File: src/rtl/apb_slave_regbank_pkg.sv
// Shared APB definitions: bus widths, slave FSM encodings and the ID register default.
// The width macros are shared with the APB master.
`ifndef ADDR_WIDTH
`define ADDR_WIDTH 8
`endif
`ifndef DATA_WIDTH
`define DATA_WIDTH 32
`endif

package apb_slave_regbank_pkg;

    localparam int APB_ADDR_WIDTH = `ADDR_WIDTH;
    localparam int APB_DATA_WIDTH = `DATA_WIDTH;

    localparam logic [31:0] ID_VALUE_DEFAULT = 32'hA5B0_0001;

    // Wide enough for WAIT_STATES up to 15.
    localparam int WAIT_CNT_W = 4;

    typedef enum logic [1:0] {
        IDLE   = 2'd0,
        SETUP  = 2'd1,
        ACCESS = 2'd2
    } apb_state_e;

endpackage

File: src/rtl/apb_slave_regbank.sv
// APB3 slave holding a bank of word registers, with optional wait states, error responses
// and a write-strobe side port that reports every committed register update.
module apb_slave_regbank
    import apb_slave_regbank_pkg::*;
#(
    parameter int                    ADDR_WIDTH  = APB_ADDR_WIDTH,
    parameter int                    DATA_WIDTH  = APB_DATA_WIDTH,
    parameter int                    NUM_REGS    = 16,
    parameter int                    WAIT_STATES = 0,
    parameter logic [DATA_WIDTH-1:0] ID_VALUE    = DATA_WIDTH'(ID_VALUE_DEFAULT),
    localparam int                   IDX_W       = (NUM_REGS > 1) ? $clog2(NUM_REGS) : 1
) (
    input  logic                           pclk,
    input  logic                           reset,
    input  logic                           psel,
    input  logic                           penable,
    input  logic                           pwrite,
    input  logic [ADDR_WIDTH-1:0]          paddr,
    input  logic [DATA_WIDTH-1:0]          pwdata,
    output logic [DATA_WIDTH-1:0]          prdata,
    output logic                           pready,
    output logic                           pslverr,
    output logic                           wr_strobe,
    output logic [IDX_W-1:0]               wr_index,
    output logic [NUM_REGS*DATA_WIDTH-1:0] reg_flat
);

    apb_state_e            state_q;
    logic [WAIT_CNT_W-1:0] wait_cnt_q;
    logic                  write_q;
    logic                  err_q;
    logic [IDX_W-1:0]      index_q;
    logic [DATA_WIDTH-1:0] wdata_q;
    logic                  wr_strobe_q;
    logic [IDX_W-1:0]      wr_index_q;
    logic [DATA_WIDTH-1:0] regs_q [NUM_REGS];

    logic                  setup_req;
    logic [31:0]           addr_index;
    logic                  addr_err;
    logic                  last_cycle;
    logic                  capture;
    logic                  commit;
    logic [DATA_WIDTH-1:0] rdata_d;

    // The live address is decoded only into the captured error flag, never into outputs.
    assign setup_req  = psel && !penable;
    assign addr_index = 32'(paddr[ADDR_WIDTH-1:2]);
    assign addr_err   = (paddr[1:0] != 2'b00)
                     || (addr_index >= 32'(NUM_REGS))
                     || (pwrite && (addr_index == 32'd0));

    assign last_cycle = (state_q == ACCESS) && (wait_cnt_q == WAIT_CNT_W'(WAIT_STATES));
    assign capture    = setup_req && ((state_q == IDLE) || last_cycle);
    assign commit     = last_cycle && psel && write_q && !err_q;

    // NOTE: sequential state uses non-blocking assignments so every register samples
    // pre-edge values; blocking here would create order-dependent simulation.
    always_ff @(posedge pclk) begin
        if (reset) begin
            state_q    <= IDLE;
            wait_cnt_q <= '0;
            write_q    <= 1'b0;
            err_q      <= 1'b0;
            index_q    <= '0;
            wdata_q    <= '0;
        end else begin
            unique case (state_q)
                IDLE:    if (setup_req) state_q <= SETUP;
                SETUP:   state_q <= psel ? ACCESS : IDLE;
                ACCESS: begin
                    if (!psel)           state_q <= IDLE;
                    else if (!last_cycle) wait_cnt_q <= wait_cnt_q + 1'b1;
                    else                 state_q <= setup_req ? SETUP : IDLE;
                end
                default: state_q <= IDLE;
            endcase
            if (capture) begin
                write_q    <= pwrite;
                err_q      <= addr_err;
                index_q    <= addr_index[IDX_W-1:0];
                wdata_q    <= pwdata;
                wait_cnt_q <= '0;
            end
        end
    end

    always_ff @(posedge pclk) begin
        if (reset) begin
            // NOTE: the bank is reset explicitly because its contents are architecturally
            // visible on reg_flat; this keeps it out of RAM macros, which is intended here.
            for (int i = 0; i < NUM_REGS; i++) regs_q[i] <= '0;
            wr_strobe_q <= 1'b0;
            wr_index_q  <= '0;
        end else begin
            wr_strobe_q <= commit;
            if (commit) begin
                regs_q[index_q] <= wdata_q;
                wr_index_q      <= index_q;
            end
        end
    end

    // NOTE: every combinational output gets a default first so no path infers a latch.
    always_comb begin
        rdata_d = '0;
        if (index_q == '0) rdata_d = ID_VALUE;
        else               rdata_d = regs_q[index_q];
    end

    always_comb begin
        reg_flat = '0;
        for (int i = 0; i < NUM_REGS; i++) begin
            reg_flat[i*DATA_WIDTH +: DATA_WIDTH] = (i == 0) ? ID_VALUE : regs_q[i];
        end
    end

    assign pready    = last_cycle;
    assign pslverr   = last_cycle && err_q;
    assign prdata    = (last_cycle && !write_q && !err_q) ? rdata_d : '0;
    assign wr_strobe = wr_strobe_q;
    assign wr_index  = wr_index_q;

endmodule
File: config.mk
export PLATFORM = sky130hd
export DESIGN_NAME = apb_slave_regbank
export DESIGN_NICKNAME = d
export VERILOG_FILES = /design/src/rtl/apb_slave_regbank_pkg.sv /design/src/rtl/apb_slave_regbank.sv
export SDC_FILE = /design/constraint.sdc
export NUM_CORES = 1
export LEC_CHECK = 0
export BUFFER_PORTS_ARGS = -buffer_cell sky130_fd_sc_hd__buf_2
export CORE_AREA = 2 2 233 235
export DETAILED_ROUTE_END_ITERATION = 10
export DIE_AREA = 0 0 235 237
export PLACE_DENSITY = 0.72
export SLEW_MARGIN = 20
export SYNTH_ARGS = -nofsm -noshare
export SYNTH_HDL_FRONTEND = slang
export SYNTH_SLANG_ARGS = --single-unit
File: constraint.sdc
create_clock -name pclk -period 3.2 [get_ports pclk]
set_input_delay 0.16 -clock pclk [delete_from_list [all_inputs] [get_ports pclk]]
set_output_delay 0.16 -clock pclk [all_outputs]
set_load 0.01 [all_outputs]
-- Yosys cells after proc, flatten, opt, wreduce, memory -nomap -nowiden
Memory sizes are Yosys's and may differ from the RTL's. A register that Yosys moved wholly into a read port is not among the register bits.
Cells that the tools add are included.
- add/sub/neg operators: 1
- order comparisons: 1
- eq/ne operators: 4
- multiplexer cells: 18
- bitwise gates (word level): 1
- reductions and logical operators: 25
- operators with widths (cell ; count):
    $mux W32 ; 3
    $logic_not A32 Y1 ; 1
    $reduce_or A32 Y1 ; 1
    $mux W4 ; 3
    $logic_and A1 B1 Y1 ; 10
    $logic_not A4 Y1 ; 2
    $mux W2 ; 4
    $mux W1 ; 7
    $ge A6 B5 Y1 const B ; 1
    $pmux W2 S3 ; 1
    $add A4 B1 Y4 const B ; 1
    $logic_not A1 Y1 ; 3
    $logic_or A1 B1 Y1 ; 3
    $ne A3 B3 Y1 const B ; 1
    $reduce_and A3 Y1 ; 1
    $eq A2 B1 Y1 const B ; 1
    $eq A2 B2 Y1 const B ; 1
    $logic_not A2 Y1 ; 1
    $ne A2 B2 Y1 const B ; 1
    $reduce_and A2 Y1 ; 1
    $reduce_bool A2 Y1 ; 1
    $reduce_or A2 Y1 ; 1
    $not A1 Y1 ; 1
- flip-flop bits (word level): 49
- RAM bits: 512
- input bits: 45
- output and inout bits: 551
- logic and storage cells: 59
- memories kept: 1
- memory list (memory ; depth ; bits a word ; rd ports ; clocked after memory_dff ; wr ports ; RTL line ; RTL):
    regs_q ; 16 ; 32 ; 16 ; 1 ; 16 ; apb_slave_regbank.sv:36 ; logic [DATA_WIDTH-1:0] regs_q [NUM_REGS];

-- Logic depth before layout (Yosys ltp)
- depth in word-level cells: 10
- depth in mapped cells: 8
- depth with buffers taken out: 6

-- Worst setup path before layout
Ideal clock, no wire load.
- path kind: register to register
- start: reg wait_cnt_q[0]
- end: mem regs_q[8][0] (netlist name) (enable)
- setup time: 0.375 ns
- arrival time: 1.819 ns
- required time: 2.825 ns
- path slack: 1.006 ns
- cell stages (with the launch flop): 7
- path buffers: 0
- clock period less this slack: 2.194 ns
- cells stage by stage: dfxtp_1 inv_1 ha_1 nor3b_4 nand4b_1 nor2_1 or2_2
- RTL lines (element ; RTL line ; RTL):
    start: declaration ; apb_slave_regbank.sv:29 ; logic [WAIT_CNT_W-1:0] wait_cnt_q;
    start signal: assignment ; apb_slave_regbank.sv:73 ; else if (!last_cycle) wait_cnt_q <= wait_cnt_q + 1'b1;
    end: declaration ; apb_slave_regbank.sv:36 ;

-- Final worst setup path
- start: reg state_q[1]
- end: out prdata[1]
- cells in the longest elaborated chain, start to end: 5
- ends and longest elaborated chain (element ; RTL line ; RTL):
    start: declaration ; apb_slave_regbank.sv:28 ; apb_state_e state_q;
    start signal: assignment ; apb_slave_regbank.sv:70 ; SETUP: state_q <= psel ? ACCESS : IDLE;
    start signal: assignment ; apb_slave_regbank.sv:74 ; else state_q <= setup_req ? SETUP : IDLE;
    $eq A2 B2 Y1 ; apb_slave_regbank.sv:53 ; assign last_cycle = (state_q == ACCESS) && (wait_cnt_q == WAIT_CNT_W'(WAIT_STATES));
    $logic_and A1 B1 Y1 ; apb_slave_regbank.sv:53 ;
    $logic_and A1 B1 Y1 (2 in a row) ; apb_slave_regbank.sv:120 ; assign prdata = (last_cycle && !write_q && !err_q) ? rdata_d : '0;
    $mux W32 ; apb_slave_regbank.sv:120 ;
    end: declaration ; apb_slave_regbank.sv:20 ; output logic [DATA_WIDTH-1:0] prdata,
Every way passes these cells.

==> out/qor.yml <==
vias_per_cell: 5.85
antenna_left: 0
synth_ff_type: "edfxtp_1"
grt_max_degree: 44
fmaxAchievable_mhz: 319
wire_per_inst_um: 29.7
cts_root_buf: "clkbuf_16"
cts.path.max_buffers: 3
num-nets-final: 2348
num_vias: 17800
slew_headroom_pct: 45.6
slew_violations: 0
finalCritPeriodShare_pct: 98.0
grt_pass1_vias: 17500
placed_cell_area_um2: 29100
rsz0062_at_grt: "no"
path_class: "flop to primary output"
p_per_area_nw_per_um2: 527
drc: 0
p_leak_uw: 0.0126
start_kind: "flop"
cp-end-kind: "primary output"
cap_viol_max_count: 0
port_buffers: 563
required_ns: 3.04
ys_seq_elements: 565
synth.avg_cell_area_um2: 14.8
cts_num_sinks: 565
grtUsageTotal_pct: 31.5
firstDrtPassIters: 5
critPathMaxStageDelay_ns: 0.56
grt_overflow: 0
diodes: 0
syn_to_final_growth_pct: 24.3
die_x_um: 235
gp_congestion: 0.924
async_reset_ff_share_pct: 0
crit_fanout: 14
synth_enable_flop_cells: 512
hold_violations: 0
setup_tns_ns: 0
yosys_warnings: 0
antenna_found_initial: 2
vdd_drop_max_mv: 0.411
finalClockSkew_ns: 0.0112
start_util_pct: 47.4
hold_path.class: "primary input to flop"
synth.distinct_cells: 42
die_area_um2: 55700
grt_pass1_wl_mm: 126
crit_slowest_cell: "or3b_2"
syn-instance-count: 1702
ioPinCount: 596
cts_tree: "yes"
clkTransAtPathRegs_ns: 0.06
drtIter0Drc: 2040
cp_data_arrival_time_ns: 2.98
clk_latency_ns: 0.62
crit_family: "simple AND/OR/NAND/NOR gates"
layout-drive-gt1-share_pct: 38.3
cts-buffers-inserted: 58
min_period_ns: 3.14
die_y_um: 237
std_cell_rows: 85
post-dp-hpwl_mm: 60.8
core_um2: 53300
crit_chain: "nor3b_2, nand3b_4, or3b_2, buf_4, o22ai_1, buf_2"
cp_num_buf_inv: 2
synth.cell_area_um2: 25300
htreeDepth: 2
routed_wl_mm: 90.4
ys_seq_area_share_pct: 65.0
worst_slew_pin_slew_ns: 0.814
setup_viol_count_final: 0
design_area_um2: 31400
outcome: "finished clean"
-- registers in the layout, summed over array words and instances (netlist names), named ones only --
register / cells
wr_index: 4
state_q: 2
regs_q: 512
wr_strobe: 1
wdata_q: 32
index_q: 4
err_q: 1
write_q: 1
wait_cnt_q: 4
-- cell usage after synthesis, types with 2 or more instances --
cell type  number  area (µm²)
dfxtp_1        53        1060
buf_6           2        22.5
nand2_1        74         278
nor4_1          2        12.5
conb_1          2        7.51
nand4_1         5        31.3
nand2b_1        2        12.5
buf_2          19        95.1
and2_1        514        3220
nor3_1          5        25.0
or3_1           2        12.5
nand4b_1        4        35.0
o22ai_1        32         200
a21oi_1        46         230
and3_1          2        12.5
nor2b_1         5        31.3
a22oi_1         8        60.1
mux4_2        120        2700
mux2i_1        69         691
xnor2_1         2        17.5
a211oi_1        8        60.1
inv_1           3        11.3
or2_2          16         100
or3b_2          2        17.5
edfxtp_1      512       15400
ha_1            2        25.0
buf_4          33         248
buf_1          10        37.5
nor2_1         26        97.6
clkbuf_1      110         413
-- kinds of logic (layout without fill, tap and decap cells) --
family                     Yosys count  in the layout  share of synthesized area [%]
muxes                              189            189                           13.4
xor gates and xnor gates             3              3                          0.104
other                                2             32                         0.0297
adders and majority gates            2              2                         0.0990
DFF                                565            565                           65.0
AOI/OAI and AO/OA                   97             97                           2.28
buffers and inverters              177            795                           3.27
and+or+nand+nor                    667            667                           15.7
-- power breakdown --
part	total (µW)	switching, µW	leakage, µW	internal [µW]
sequential	8560	293	0.00573	8270
clock	6800	2840	0.000951	3960
combinational	1200	707	0.00596	494
-- layout make-up --
class / instances / area [µm²]
clock buffer: 94 / 1790
timing repair buffer: 683 / 3910
clock inverter: 15 / 138
fill: 4087 / 21900
sequential: 565 / 16400
tap: 696 / 871
inverter: 3 / 11.3
multi-input combinational: 990 / 8250
-- worst register-to-register path, delay by kind of cell (launching register included) --
kind	cells	cell delay [ns]
and+or+nand+nor	4	1.06
buffers and inverters	3	0.70
DFF	1	0.34
adders and majority gates	1	0.16
-- path summary, 6_finish.rpt --
check	start	end	slack, ns	cells after the start
max	state_q[1]	prdata[1]	0.06	6
min	paddr[6]	err_q	0.03	3
max reg2reg	wait_cnt_q[1]	regs_q[9][0]	0.56	8
min reg2reg	wr_index[2]	wr_index[2]	0.51	2
-- per-stage QoR --
stage	std cells	hold WS [ns]	util (%)	power, µW	setup slack [ns]
floorplan	1732	0.239	-	9220	1.01
global placement	2895	0.348	54.5	9830	0.581
detailed placement	2895	0.361	54.5	9860	0.550
CTS	3045	0.0231	58.9	16600	0.00545
global route	3046	0.0372	59.0	17000	0.0241
finish	3046	0.0329	59.0	16600	0.0649
-- routing by layer --
| layer | track usage (%) | share of wire [%] |
|---|---|---|
| met2 | 50.6 | 48 |
| met3 | 6.70 | 11 |
| met1 | 41.7 | 37 |
| met5 | 0 | 0 |
| met4 | 13.7 | 4.5 |
-- placed cells by master (no fill, tap or decap), drive strengths merged, types with 3 or more instances in the layout --
master       Yosys  final
buf             64    643
and2           514    514
edfxtp         512    512
mux4           120    120
clkbuf         110     94
nand2           74     74
mux2i           69     69
dfxtp           53     53
a21oi           46     46
dlygate4sd3      0     40
o22ai           32     32
conb             2     32
nor2            26     26
or2             16     16
clkinv           0     11
a211oi           8      8
a22oi            8      8
nor3             5      5
nor2b            5      5
nand4            5      5
nand4b           4      4
inv              3      4
or3b             3      3
nor4             3      3
-- what timing repair did --
action	4_1_cts	5_1_grt
resized for setup	0	1
hold buffers	40	0
setup endpoints to repair	14	3
buffers inserted	1	1
gates cloned	0	0
hold endpoints to repair	44	0
Power figures use the tool's default switching activity.
